[src/rtl/i2c_pkg.sv]
// Shared I2C definitions: FSM states, ACK levels, byte width, address helper.
package i2c_pkg;

  typedef enum logic [2:0] {
    IDLE,
    ADDR,
    ADDR_ACK,
    WR_DATA,
    WR_ACK,
    RD_DATA,
    RD_ACK,
    IGNORE
  } i2c_state_t;

  localparam logic I2C_ACK   = 1'b0;
  localparam logic I2C_NACK  = 1'b1;
  localparam int   BYTE_BITS = 8;

  // General call (address 0) is never claimed.
  function automatic logic addr_match(input logic [6:0] addr, input logic [6:0] own);
    return (addr == own) && (addr != 7'd0);
  endfunction

endpackage

[src/rtl/i2c_bus_sync.sv]
// Synchronizes SCL/SDA into clk and derives SCL edges and START/STOP events.
module i2c_bus_sync #(
  parameter int SYNC_STAGES = 2
) (
  input  logic clk,
  input  logic rst,
  input  logic scl_in,
  input  logic sda_in,
  output logic scl_rise,
  output logic scl_fall,
  output logic start_det,
  output logic stop_det,
  output logic sda_s
);

  logic [SYNC_STAGES-1:0] scl_sync;
  logic [SYNC_STAGES-1:0] sda_sync;
  logic                   scl_s;
  logic                   scl_d;
  logic                   sda_d;

  // Synchronizer chains plus one delayed copy; reset to the idle-bus level so
  // leaving reset never fabricates an edge.
  always_ff @(posedge clk or posedge rst) begin
    if (rst) begin
      scl_sync <= '1;
      sda_sync <= '1;
      scl_d    <= 1'b1;
      sda_d    <= 1'b1;
    end else begin
      scl_sync <= {scl_sync[SYNC_STAGES-2:0], scl_in};
      sda_sync <= {sda_sync[SYNC_STAGES-2:0], sda_in};
      scl_d    <= scl_s;
      sda_d    <= sda_s;
    end
  end

  assign scl_s     = scl_sync[SYNC_STAGES-1];
  assign sda_s     = sda_sync[SYNC_STAGES-1];
  assign scl_rise  = scl_s & ~scl_d;
  assign scl_fall  = ~scl_s & scl_d;
  assign start_det = scl_s & scl_d & sda_d & ~sda_s;
  assign stop_det  = scl_s & scl_d & ~sda_d & sda_s;

endmodule

[src/rtl/i2c_slave.sv]
// I2C target: 7-bit address match, write bytes to rx_data, read bytes from tx_data.
// No clock stretching; all decisions use synchronized bus levels.
module i2c_slave
  import i2c_pkg::*;
#(
  parameter logic [6:0] SLAVE_ADDR  = 7'b1010000,
  parameter int         SYNC_STAGES = 2
) (
  input  logic       clk,
  input  logic       rst,
  input  logic       scl_in,
  input  logic       sda_in,
  output logic       sda_oe,
  output logic [7:0] rx_data,
  output logic       rx_valid,
  input  logic [7:0] tx_data,
  output logic       tx_req,
  output logic       busy
);

  localparam logic [2:0] LAST_BIT = 3'(BYTE_BITS - 1);

  logic scl_rise, scl_fall, start_det, stop_det, sda_s;

  i2c_bus_sync #(.SYNC_STAGES(SYNC_STAGES)) u_sync (
    .clk       (clk),
    .rst       (rst),
    .scl_in    (scl_in),
    .sda_in    (sda_in),
    .scl_rise  (scl_rise),
    .scl_fall  (scl_fall),
    .start_det (start_det),
    .stop_det  (stop_det),
    .sda_s     (sda_s)
  );

  i2c_state_t state, state_n;
  logic [7:0] shreg, shreg_n;
  logic [2:0] bit_cnt, bit_cnt_n;
  logic       rw, rw_n;
  logic       sda_oe_n;
  logic [7:0] rx_data_n;
  logic       rx_valid_n;
  logic       tx_req_n;
  logic       busy_n;

  // State and output registers.
  always_ff @(posedge clk or posedge rst) begin
    if (rst) begin
      state    <= IDLE;
      shreg    <= 8'h00;
      bit_cnt  <= 3'd0;
      rw       <= 1'b0;
      sda_oe   <= 1'b0;
      rx_data  <= 8'h00;
      rx_valid <= 1'b0;
      tx_req   <= 1'b0;
      busy     <= 1'b0;
    end else begin
      state    <= state_n;
      shreg    <= shreg_n;
      bit_cnt  <= bit_cnt_n;
      rw       <= rw_n;
      sda_oe   <= sda_oe_n;
      rx_data  <= rx_data_n;
      rx_valid <= rx_valid_n;
      tx_req   <= tx_req_n;
      busy     <= busy_n;
    end
  end

  // Next-state logic. START/STOP outrank SCL edges. The ACK phase is entered on
  // the 8th rise, drives SDA from the following fall, and is left on the ACK
  // rise so the next data state sees the ACK-ending fall as its first event.
  always_comb begin
    state_n    = state;
    shreg_n    = shreg;
    bit_cnt_n  = bit_cnt;
    rw_n       = rw;
    sda_oe_n   = sda_oe;
    rx_data_n  = rx_data;
    rx_valid_n = 1'b0;
    tx_req_n   = 1'b0;
    busy_n     = busy;

    // tx_data is captured in the cycle tx_req is high.
    if (tx_req) shreg_n = tx_data;

    if (stop_det) begin
      state_n   = IDLE;
      sda_oe_n  = 1'b0;
      busy_n    = 1'b0;
      bit_cnt_n = 3'd0;
    end else if (start_det) begin
      state_n   = ADDR;
      sda_oe_n  = 1'b0;
      bit_cnt_n = 3'd0;
    end else begin
      case (state)
        ADDR: begin
          if (scl_rise) begin
            shreg_n   = {shreg[6:0], sda_s};
            bit_cnt_n = bit_cnt + 3'd1;
            if (bit_cnt == LAST_BIT) begin
              if (addr_match(shreg[6:0], SLAVE_ADDR)) begin
                state_n = ADDR_ACK;
                rw_n    = sda_s;
                busy_n  = 1'b1;
              end else begin
                state_n = IGNORE;
                busy_n  = 1'b0;
              end
            end
          end
        end
        ADDR_ACK: begin
          if (scl_fall) begin
            sda_oe_n = 1'b1;
          end else if (scl_rise) begin
            bit_cnt_n = 3'd0;
            if (rw) begin
              state_n  = RD_DATA;
              tx_req_n = 1'b1;
            end else begin
              state_n = WR_DATA;
            end
          end
        end
        WR_DATA: begin
          if (scl_fall) begin
            sda_oe_n = 1'b0;
          end else if (scl_rise) begin
            shreg_n   = {shreg[6:0], sda_s};
            bit_cnt_n = bit_cnt + 3'd1;
            if (bit_cnt == LAST_BIT) begin
              rx_data_n  = {shreg[6:0], sda_s};
              rx_valid_n = 1'b1;
              state_n    = WR_ACK;
            end
          end
        end
        WR_ACK: begin
          if (scl_fall) begin
            sda_oe_n = 1'b1;
          end else if (scl_rise) begin
            bit_cnt_n = 3'd0;
            state_n   = WR_DATA;
          end
        end
        RD_DATA: begin
          if (scl_fall) begin
            sda_oe_n = ~shreg[7];
            shreg_n  = {shreg[6:0], 1'b0};
          end else if (scl_rise) begin
            bit_cnt_n = bit_cnt + 3'd1;
            if (bit_cnt == LAST_BIT) state_n = RD_ACK;
          end
        end
        RD_ACK: begin
          if (scl_fall) begin
            sda_oe_n = 1'b0;
          end else if (scl_rise) begin
            bit_cnt_n = 3'd0;
            if (sda_s == I2C_ACK) begin
              state_n  = RD_DATA;
              tx_req_n = 1'b1;
            end else begin
              state_n = IGNORE;
            end
          end
        end
        default: begin
          sda_oe_n = 1'b0;
        end
      endcase
    end
  end

endmodule

[config.mk]
export PLATFORM = sky130hd
export DESIGN_NAME = i2c_slave
export DESIGN_NICKNAME = d
export VERILOG_FILES = /design/src/rtl/i2c_pkg.sv /design/src/rtl/i2c_bus_sync.sv /design/src/rtl/i2c_slave.sv
export SDC_FILE = /design/constraint.sdc
export NUM_CORES = 1
export LEC_CHECK = 0
export CAP_MARGIN = 25
export CORE_MARGIN = 2
export CORE_UTILIZATION = 40
export DETAILED_ROUTE_END_ITERATION = 7
export GPL_TIMING_DRIVEN = 0
export PLACE_DENSITY = 0.66
export SKIP_LAST_GASP = 1
export SYNTH_ARGS = -nofsm -noshare
export SYNTH_HDL_FRONTEND = slang
export SYNTH_SLANG_ARGS = --single-unit
[constraint.sdc]
create_clock -name clk -period 2.4 [get_ports clk]
set_clock_uncertainty 0.15 [all_clocks]
set_input_delay 0.36 -clock clk [delete_from_list [all_inputs] [get_ports clk]]
set_output_delay 0.36 -clock clk [all_outputs]
set_load 0.02 [all_outputs]
==> results of run 1 <==
cell families after synthesis:
| kind of cell | Yosys count | share of synthesized area |
|---|---|---|
| flops | 33 | 0.534 |
| buf+inv | 9 | 0.0249 |
| xor+xnor | 1 | 0.00561 |
| simple gates | 30 | 0.121 |
| mux | 28 | 0.202 |
| compound gates | 21 | 0.0962 |
| fa+ha+maj | 2 | 0.0160 |
how the worst max path moves through the flow:
stage | slack, ns | cells after the start | end | startpoint
floorplan | 0.62 | 4 | rw | u_sync.scl_sync[1]
global route | 0.26 | 4 | rx_data[5] | u_sync.scl_sync[1]
CTS | 0.35 | 4 | rx_data[4] | u_sync.scl_sync[1]
global placement | 0.38 | 4 | rx_data[7] | u_sync.scl_sync[1]
detailed placement | 0.36 | 4 | rx_data[7] | u_sync.scl_sync[1]
finish | 0.35 | 4 | rx_data[0] | u_sync.scl_sync[1]
cells in the final DEF (no fill, tap or decap), types with 2 or more instances in the layout:
cell	synthesis	final
a21boi_0	2	2
a21oi_1	2	2
a22o_1	2	2
buf_2	4	4
clkbuf_1	1	3
clkbuf_8	0	6
clkdlybuf4s50_1	0	23
dfrtp_1	27	27
dfstp_2	6	6
ha_1	2	2
inv_1	4	4
mux2_2	24	24
mux2i_1	3	3
nand2_1	5	5
nand2b_1	2	2
nand3_1	4	4
nand4b_1	2	2
nor2_1	2	2
nor2b_1	3	3
nor3_1	2	2
o21ai_0	4	4
or3_1	2	2
where the power goes:
| group | total (mW) | switching (mW) | internal, mW | leakage, nW |
|---|---|---|---|---|
| registers | 0.803 | 0.116 | 0.687 | 0.417 |
| clock network | 0.429 | 0.195 | 0.234 | 0.0455 |
| logic | 0.597 | 0.287 | 0.309 | 0.405 |
cell type report:
type | count | area, um^2
plain buffers | 5 | 23.8
inverters | 4 | 15.0
repair buffers | 24 | 258
flip-flops and latches | 33 | 833
multi-input cells | 82 | 688
fillers | 328 | 1750
clock buffers | 8 | 90.1
well taps | 48 | 60.1
metal layers:
layer	vias up	track usage	part of all wire
met5	-	0	0
met4	0	0.0612	0.012
met3	6	0.0557	0.042
met2	22	0.278	0.50
met1	542	0.193	0.44
li1	515	-	-
cell usage after synthesis, types with 2 or more instances:
cell type / n / share of area
a21boi_0: 2 / 0.0096
a21oi_1: 2 / 0.0064
a22o_1: 2 / 0.011
buf_2: 4 / 0.013
dfrtp_1: 27 / 0.43
dfstp_2: 6 / 0.10
ha_1: 2 / 0.016
inv_1: 4 / 0.0096
mux2_2: 24 / 0.17
mux2i_1: 3 / 0.019
nand2_1: 5 / 0.012
nand2b_1: 2 / 0.0080
nand3_1: 4 / 0.013
nand4b_1: 2 / 0.011
nor2_1: 2 / 0.0048
nor2b_1: 3 / 0.012
nor3_1: 2 / 0.0064
o21ai_0: 4 / 0.013
or3_1: 2 / 0.0080
sequential cells by signal, summed over array words and instances, names as in the netlist:
signal and cells:
busy 1, u_sync.scl_d 1, rw 1, u_sync.sda_sync 2, tx_req 1, rx_valid 1, shreg 8, bit_cnt 3
state 3, u_sync.scl_sync 2, sda_oe 1, rx_data 8, u_sync.sda_d 1
worst max-delay path: cells and delay by family, from the launching register on:
family	cells	cell delay, ns
DFF	1	0.57
and+or+nand+nor	3	0.81
muxes	1	0.40
==> summary.md, run 1 <==
| Metric | Value |
|---|---|
| CTS root buffer | clkbuf_8 |
| Max Slew Vio Count | 0 |
| Ant diodes | 0 |
| Crit path required time | 2.42 ns |
| Fmax | 488 MHz |
| Finished Layout Cells | 204 |
| Hold WS | 0.207 ns |
| Ratio of cells with drive above 1 in the final layout | 0.308 |
| Post-synthesis register bit count | 33 |
| Row count | 22 |
| Worst-Skew Late Latency | 0.28 ns |
| Post-synthesis instance total | 124 |
| Reg clk slew, reported paths | 0.07 ns |
| EDFF count, synth | 0 |
| Post-synth cell types | 41 |
| Post-route ant nets | 0 |
| I/O pins | 24 |
| First-pass GRT wire length | 5.28 mm |
| Worst VDD drop | 0.533 mV |
| Die area | 0.00442 mm^2 |
| Nets | 169 |
| Worst-path cell chain | nor2b_4 > nand3_2 > nor2_2 > mux2_2 |
| Min-Delay Path Class | flop to flop |
| R2r startpoint | u_sync.scl_sync[1] |
| Setup_tns | 0 ns |
| Hold wc startpoint | u_sync.scl_sync[0] |
| Max-Cap Viols | 0 |
| Fin. Hold Viols | 0 |
| Largest net degree at the start of global routing | 19 |
| Num Clock Sinks | 33 |
| Worst-path fanout max | 9 |
| WHS Path Cells | 0 |
| Max transition margin | 0.508 |
| Mapped Nets | 138 |
| Total track usage | 0.164 |
| Synth warn | 0 |
| Clk buf depth | 2 |
| Flop2flop setup slack | 0.35 ns |
| Post-place setup slack | 0.356 ns |
| Dpl cells | 196 |
| Synth Area per Inst | 12.6 um^2 |
| Crit path largest cell delay | 0.57 ns |
| Leakage | 0.868 nW |
| Pre-Repair DR Iteration Count | 4 |
| Gp weighted congestion | 0.772 |
| Worst Path Arrival | 2.07 ns |
| Tmin final | 2.05 ns |
| Vias | 1085 |
| Total gr overflow | 0 |
| Worst Hold End | u_sync.scl_sync[1] |
| CORE AREA | 0.00372 mm^2 |
| Fin area | 0.00197 mm^2 |
| Status | complete, no violations |
| CP max-delay cell | dfstp_2 |
| Startpoint Class | flop |
| WL final | 3.22 mm |
| Initial antenna violation count | 0 |
| Power density cells | 929 mW/mm^2 |
| # port buffers | 23 |
| CP Class | flop to flop |
| Fin crit share | 0.854 |
| Tot Pwr | 1.83 mW |
| Final setup viols | 0 |
| H-tree lvl count | 2 |
| CTS tree | yes |
| Hold_buf cts | 0 |
| Asr flop ratio synth | 1.00 |
| Initial DRC count | 35 |
| Vias in the first global route | 1101 |
| Starting Density | 0.420 |
| Per-cell routed wire length | 15.8 um |
| Detailed Place HPWL | 2.34 mm |
| TritonCTS Buffers | 5 |
| Worst Setup End Kind | flop |
| RSZ-0062 raised after global routing | no |
| Netlist area before placement | 0.00156 mm^2 |
| Reg-to-reg critical path endpoint | rx_data[0] |
| Post-CTS Setup Repair Bufs | 0 |
| Worst slew pin tran | 0.738 ns |
| Seq/Total Area, Yosys | 0.534 |
| P&R area growth vs syn | 26.1% |
| Ys flop type | dfrtp_1 |
| Post-Route Utilization | 0.530 |
| DRC | 0 |
| Die Ht | 66.5 um |
| Area post-placement | 0.00188 mm^2 |
| Via density | 5.32 |
| Setup WS post-layout | 0.350 ns |
| R2R depth | 4 |
| DIE WIDTH | 66.5 um |
| Post_cts resized | 0 |
(Power assumes the default switching activity.)
==> run 2: changes to the inputs <==
CORE_UTILIZATION = 52   (was 40)
PLACE_DENSITY = 0.81   (was 0.66)
==> run 2 against run 1 <==
  * Setup slack improved by 0.030 ns
  * Global-route usage rose by 4.5 points
  * Critical path depth did not move
  * Total power fell by 6.4%
  * Critical path type unchanged
  * Cell count fell by 8.3%
  * Combinational power fell by 1%
  * The flow now finishes with violations (DRC)
==> summary.md, run 2 (same netlist as run 1, synthesis figures left out) <==
| Metric | Value |
|---|---|
| Status | complete, but fails checks |
| Violations in the final reports | DRC |
| Reg power frac | 0.468 |
| Area post-placement | 0.00186 mm^2 |
| CORE AREA | 0.00281 mm^2 |
| Worst VDD drop | 0.583 mV |
| Power density cells | 894 mW/mm^2 |
| DIE WIDTH | 58.8 um |
| TritonCTS Buffers | 5 |
| Fmax | 495 MHz |
| Most frequent cells in the layout | dfrtp_1, mux2_2, clkdlybuf4s50_1 |
| Final setup viols | 0 |
| Tot Pwr | 1.71 mW |
| Crit path largest cell delay | 0.58 ns |
| Post-place setup slack | 0.398 ns |
| Initial antenna violation count | 0 |
| Fin. Hold Viols | 0 |
| Fin crit share | 0.842 |
| Worst slew pin tran | 0.656 ns |
| Clk buf depth | 2 |
| Max Slew Vio Count | 0 |
| Pre-Repair DR Iteration Count | 6 |
| Max transition margin | 0.562 |
| Initial DRC count | 25 |
| Hold_buf cts | 0 |
| Post_cts resized | 0 |
| H-tree lvl count | 2 |
| Ant diodes | 0 |
| Post-route ant nets | 0 |
| Detailed Place HPWL | 2.14 mm |
| Nets | 169 |
| Fin area | 0.00192 mm^2 |
| P&R area growth vs syn | 22.8% |
| I/O pins | 24 |
| DRC | 1 |
| Ratio of cells with drive above 1 in the final layout | 0.308 |
| WL final | 2.95 mm |
| Min-Delay Path Class | flop to flop |
| CTS tree | yes |
| Fillcell total | 208 |
| Comb power frac | 0.344 |
| Setup_tns | 0 ns |
| Clock share of power | 0.187 |
| RSZ-0062 raised after global routing | no |
| Most common cell after layout, fill and taps aside | dfrtp_1 |
| Via density | 5.96 |
| # port buffers | 23 |
| Largest regs | rx_data (8), shreg (8) |
| Row count | 19 |
| Worst-path cell chain | nor2b_4 > nand3_2 > nor2_2 > mux2_2 |
| Leakage | 0.855 nW |
| Total track usage | 0.210 |
| Hold WS | 0.200 ns |
| Largest net degree at the start of global routing | 20 |
| Worst-Skew Late Latency | 0.34 ns |
| Num Clock Sinks | 33 |
| Reg clk slew, reported paths | 0.10 ns |
| Die Ht | 58.8 um |
| Tmin final | 2.02 ns |
| Gp weighted congestion | 0.889 |
| Internal cell power | 1.14 mW |
| Die area | 0.00345 mm^2 |
| Max-Cap Viols | 0 |
| CTS root buffer | clkbuf_4 |
| CP max-delay cell | dfstp_2 |
| CP Class | flop to flop |
| Starting Density | 0.556 |
| Crit path required time | 2.46 ns |
| First-pass GRT wire length | 5.28 mm |
| Worst Path Arrival | 2.08 ns |
| Startpoint Class | flop |
| Total gr overflow | 0 |
| Sw power | 0.573 mW |
| Setup WS post-layout | 0.380 ns |
| Per-cell routed wire length | 15.8 um |
| Switching Share | 0.335 |
| Worst Setup End Kind | flop |
| Post-CTS Setup Repair Bufs | 0 |
| Vias in the first global route | 1135 |
| Vias | 1115 |
| Worst-path fanout max | 9 |
## run 2: power by group through the flow
stage	Clock, mW	Sequential, mW	Combinational [mW]
2_1_floorplan	0	0.785	0.452
3_3_place_gp	0	0.800	0.555
3_5_place_dp	0	0.811	0.584
4_1_cts	0.334	0.800	0.591
5_1_grt	0.360	0.822	0.665
6_report	0.321	0.802	0.589
## run 2: worst max-delay path: cells and delay by family, from the launching register on
| kind | cells | cell delay (ns) |
|---|---|---|
| flip-flops | 1 | 0.58 |
| AND/OR/NAND/NOR | 3 | 0.79 |
| multiplexers | 1 | 0.39 |
## run 2: area by class of cell
type / count / area, um^2 / area share
sequential: 33 / 833 / 0.435
multi-input combinational: 82 / 688 / 0.359
timing repair buffer: 24 / 258 / 0.135
clock buffer: 8 / 58.8 / 0.0307
tap: 31 / 38.8 / 0.0202
buffer: 5 / 23.8 / 0.0124
inverter: 4 / 15.0 / 0.00784
## run 2: final timing paths
path / start / end / slack, ns / depth (start not counted)
hold / removal: u_sync.sda_sync[1] / u_sync.sda_d / 0.20 / 0
setup reg to reg: u_sync.scl_sync[1] / rx_data[0] / 0.38 / 4
max in group asynchronous: rst / state[1] / 1.31 / 3
min in group asynchronous: rst / rx_data[1] / 0.25 / 2
hold reg to reg: u_sync.sda_sync[1] / u_sync.sda_d / 0.20 / 0
setup / recovery: u_sync.scl_sync[1] / rx_data[0] / 0.38 / 4
## run 2: through the flow
| step | std cells | utilization |
|---|---|---|
| final | 187 | 0.683 |
| after global routing | 187 | 0.683 |
| after CTS | 187 | 0.683 |
| after detailed placement | 179 | 0.662 |
| after global placement | 178 | 0.652 |
| after floorplan | 124 | - |
## run 2: layer usage
metal / global-route usage / vias up / share of wire
li1: - / 520 / -
met1: 0.278 / 551 / 0.46
met2: 0.322 / 39 / 0.47
met3: 0.0681 / 5 / 0.054
met4: 0.0779 / 0 / 0.017
met5: 0 / - / 0
